===== src/rtl/calc_operand_sequencer.sv =====
// calc_operand_sequencer: collects A, B and add/sub over debounced ENTER presses
// and fires a one-cycle load to the downstream adder result register.
module calc_operand_sequencer #(
    parameter int DEBOUNCE_CYCLES = 1000000
) (
    input  logic       clk,
    input  logic       reset,
    input  logic [3:0] sw,
    input  logic       op_sub,
    input  logic       btn_enter,
    input  logic       btn_clear,
    output logic [3:0] A,
    output logic [3:0] B,
    output logic       Cin,
    output logic       enable,
    output logic [1:0] state
);
    localparam int CW = $clog2(DEBOUNCE_CYCLES + 1);
    typedef enum logic [1:0] {S_A = 2'b00, S_B = 2'b01, S_FIRE = 2'b10, S_SHOW = 2'b11} state_t;
    state_t cur, nxt;
    logic [1:0] enter_sync, clear_sync;
    logic [CW-1:0] cnt;
    logic db, db_q, press, clr, lvl, sub;
    assign lvl = enter_sync[1];
    assign clr = clear_sync[1];
    assign press = db & ~db_q;
    assign state = cur;
    assign Cin = sub;
    always_ff @(posedge clk or posedge reset)
        if (reset) begin
            enter_sync <= '0;
            clear_sync <= '0;
            cnt <= '0;
            db <= 1'b0;
            db_q <= 1'b0;
        end else begin
            enter_sync <= {enter_sync[0], btn_enter};
            clear_sync <= {clear_sync[0], btn_clear};
            db_q <= db;
            if (lvl == db) cnt <= '0;
            else if (cnt == CW'(DEBOUNCE_CYCLES - 1)) begin
                db <= lvl;
                cnt <= '0;
            end else cnt <= cnt + CW'(1);
        end
    // S_SHOW + 1 wraps back to S_A, so every advance is a simple increment
    always_comb nxt = clr ? S_A : (cur == S_FIRE || press) ? state_t'(cur + 2'd1) : cur;
    always_ff @(posedge clk or posedge reset)
        if (reset) begin
            cur <= S_A;
            A <= '0;
            B <= '0;
            sub <= 1'b0;
            enable <= 1'b0;
        end else begin
            cur <= nxt;
            enable <= nxt == S_FIRE;
            if (clr || (press && cur == S_SHOW)) begin
                A <= '0;
                B <= '0;
                sub <= 1'b0;
            end else if (press && cur == S_A) A <= sw;
            else if (press && cur == S_B) begin
                sub <= op_sub;
                B <= op_sub ? ~sw : sw;
            end
        end
endmodule

===== config.mk =====
export PLATFORM = sky130hd
export DESIGN_NAME = calc_operand_sequencer
export DESIGN_NICKNAME = d
export VERILOG_FILES = /design/src/rtl/calc_operand_sequencer.sv
export SDC_FILE = /design/constraint.sdc
export NUM_CORES = 1
export LEC_CHECK = 0
export BUFFER_PORTS_ARGS = -buffer_cell sky130_fd_sc_hd__buf_2
export CORE_MARGIN = 2
export CORE_UTILIZATION = 60
export DETAILED_ROUTE_END_ITERATION = 12
export MAX_ROUTING_LAYER = met4
export PLACE_DENSITY = 0.82
export SLEW_MARGIN = 25
export SYNTH_ARGS = -nofsm -noshare
export SYNTH_HDL_FRONTEND = slang
export SYNTH_SLANG_ARGS = --single-unit

===== constraint.sdc =====
create_clock -name clk -period 4.4 [get_ports clk]
set_clock_uncertainty 0.1 [all_clocks]
set_input_delay 0.66 -clock clk [delete_from_list [all_inputs] [get_ports clk]]
set_output_delay 0.66 -clock clk [all_outputs]
set_load 0.02 [all_outputs]

==> results by group <==
Run status
  • Status: finished, violations left
  • Failing checks: design-rule violations

Synthesis
  • Yosys cell types: 37
  • Main synth FF type: dfrtp_1
  • FF+latch count, synth: 38
  • Post-synth ARST share: 100%
  • Post-synthesis sequential area ratio: 53.1%
  • Mapped Nets: 188
  • Synth warnings: 0
  • Mapped Cells: 174
  • Post-synth EDFFs: 0
  • Post-Syn Area per Cell: 10.3 um^2
  • Mapped Area: 0.00179 mm^2

Timing
  • Fin crit period: 2.26 ns
  • Count of final setup violators: 0
  • RSZ-0062 raised after global routing: no
  • Slew @ Worst Pin: 0.638 ns
  • Fmax: 442 MHz
  • Final Max Slew Viols: 0
  • Final Cycle Share: 51.4%
  • Sum of negative setup slack: 0 ns
  • Final Hold Fails: 0
  • Relative slew slack: 57.2%

Worst setup path
  • CP max FO: 12
  • Worst R2R End: cnt[18]
  • Setup crit end kind: register
  • Origin of the critical flop-to-flop path: cnt[16]
  • Data arrival, critical path: 2.38 ns
  • CP Launch Type: register
  • Setup CP Type: register to register
  • Reg2reg path depth: 5
  • Worst R2R Setup Slack: 2.14 ns
  • CP required: 4.52 ns

Clock network
  • CTS Buf Count: 5
  • CTS Sinks: 38
  • Worst skew pair latency: 0.34 ns
  • Setup Buffers After CTS: 0
  • Total number of H-tree levels: 2
  • CTS Hold Buffers Added: 0
  • CTS clk-pin slew, worst paths: 0.10 ns
  • Clk root buf: clkbuf_4
  • Post-CTS resize count: 0
  • CTS Buffer Depth: 2
  • CTS tree: yes

Floorplan
  • Row count: 19
  • Core area: 0.00281 mm^2
  • Boundary pin count: 21
  • Die height: 58.6 um
  • Starting density of the core: 63.8%
  • Chip Width: 58.6 um
  • DIE AREA: 0.00344 mm^2

Finish
  • Most frequent cells in the layout: dfrtp_1, nor2_1, buf_2
  • Final net count: 209
  • # fillers: 218
  • Layout area overhead: 10.4%
  • Layout cells sized above 1: 18.9%
  • # diodes: 0
  • Most common cell after layout, fill and taps aside: dfrtp_1

Global routing
  • First-pass GRT wire length: 5.62 mm
  • Vias in the first global route: 1244
  • Largest net degree at the start of global routing: 39
  • Initial antenna violation count: 0
  • Total track usage: 22.6%
  • GRT overflow: 0

Placement
  • Final GP Congestion: 0.863
  • HPWL after DPL: 2.31 mm
  • PortBufs: 20

Drt
  • Drt pass-1 iters: 8
  • Post-Route WL: 3.09 mm
  • Post-DRT Antenna Nets: 0
  • DR vias: 1310
  • DR DRC count: 1
  • DR iter-0 viols: 81
  • Vias per cell: 5.77
  • Post-DR wirelength/cell: 13.6 um

Power
  • Power Total: 0.564 mW
  • Leakage: 0.887 nW
  • Power Density: 285 mW/mm^2
  • VDD IR-drop max: 248 uV

Run
  • Maxcap violations: 0

Min path
  • Critical hold path startpoint: enter_sync[0]
  • Worst Hold End: enter_sync[1]
  • Worst Hold Class: register to register
  • WHS Path Cells: 0
-- where the power goes --
group / switching, mW / internal [mW]
combinational: 0.0163 / 0.00912
sequential: 0.00305 / 0.353
clock: 0.105 / 0.0774
total: 0.125 / 0.440
-- worst max path at each step --
stage | start | endpoint | slack [ns]
after floorplan | cnt[7] | cnt[17] | 2.50
after global placement | cnt[16] | cnt[6] | 2.25
after detailed placement | cnt[16] | cnt[18] | 2.20
after CTS | cnt[16] | cnt[2] | 2.17
after global routing | cnt[0] | cnt[18] | 2.04
final | cnt[16] | cnt[18] | 2.14
-- synth_stat cells, types with 2 or more instances --
library cell  count  area share (%)
nand2_1          13             2.7
xnor2_1          10             4.9
clkbuf_1          6             1.3
a211oi_1          4             1.7
xor2_1            8             3.9
dfrtp_1          38              53
or4_1             2            0.84
ha_1              5             3.5
a21oi_1          10             2.8
nor4_1            3             1.0
nand3_1          11             3.1
nor3_1            3            0.84
o21ai_0           3            0.84
o31ai_1           3             1.3
or3_1             3             1.0
inv_1             6             1.3
nor2_1           22             4.6
mux2_2            2             1.3
buf_2             2            0.56
nand4_1           3             1.0
-- state kept, by name, indices dropped and copies added (netlist names) --
register / flops
db: 1
cnt: 20
B: 4
enable: 1
db_q: 1
enter_sync: 2
Cin: 1
state: 2
A: 4
clear_sync: 2
-- layout make-up --
class                           instances  area, um^2  area share [%]
Inverter                                6        22.5            1.14
Tap cell                               31        38.8            1.96
Sequential cell                        38         951            48.1
Clock inverter                          1        5.00           0.253
Multi-Input combinational cell        122         790            39.9
Clock buffer                            7        55.1            2.78
Timing Repair Buffer                   22         115            5.82
-- layer usage --
| metal | up-vias | GRT usage (%) | part of all wire (%) |
|---|---|---|---|
| met2 | 35 | 32.3 | 46 |
| li1 | 643 | - | - |
| met5 | - | - | 0 |
| met1 | 624 | 31.3 | 47 |
| met4 | 0 | 8.44 | 1.9 |
| met3 | 8 | 6.15 | 4.8 |
-- stage by stage --
step | hold WS, ns | util (%) | worst slack (ns) | cells | area [um^2]
2_1_floorplan | 0.231 | - | 2.50 | 174 | 1790
3_3_place_gp | 0.236 | 68.3 | 2.25 | 219 | 1920
3_5_place_dp | 0.235 | 68.3 | 2.20 | 219 | 1920
4_1_cts | 0.260 | 70.5 | 2.17 | 227 | 1980
5_1_grt | 0.280 | 70.5 | 2.04 | 227 | 1980
6_report | 0.256 | 70.5 | 2.14 | 227 | 1980
-- cells by family (layout without fill, tap and decap cells) --
logic type / Yosys count / after routing / share of synthesized area [%]
AOI/OAI and AO/OA: 24 / 24 / 8.53
xor gates and xnor gates: 18 / 18 / 8.80
and+or+nand+nor: 72 / 72 / 21.2
muxes: 3 / 3 / 1.82
adders and majority gates: 5 / 5 / 3.49
DFF: 38 / 38 / 53.1
buffers and inverters: 14 / 36 / 3.07
-- worst max-delay path, cell delays in order (launching register included) --
cell and delay, ns:
dfrtp_1 0.42, nand3_1 0.12, or4b_1 0.52, o31ai_2 0.61, buf_4 0.30, a21oi_1 0.06
Note: power is estimated with default switching activity, not from simulation.
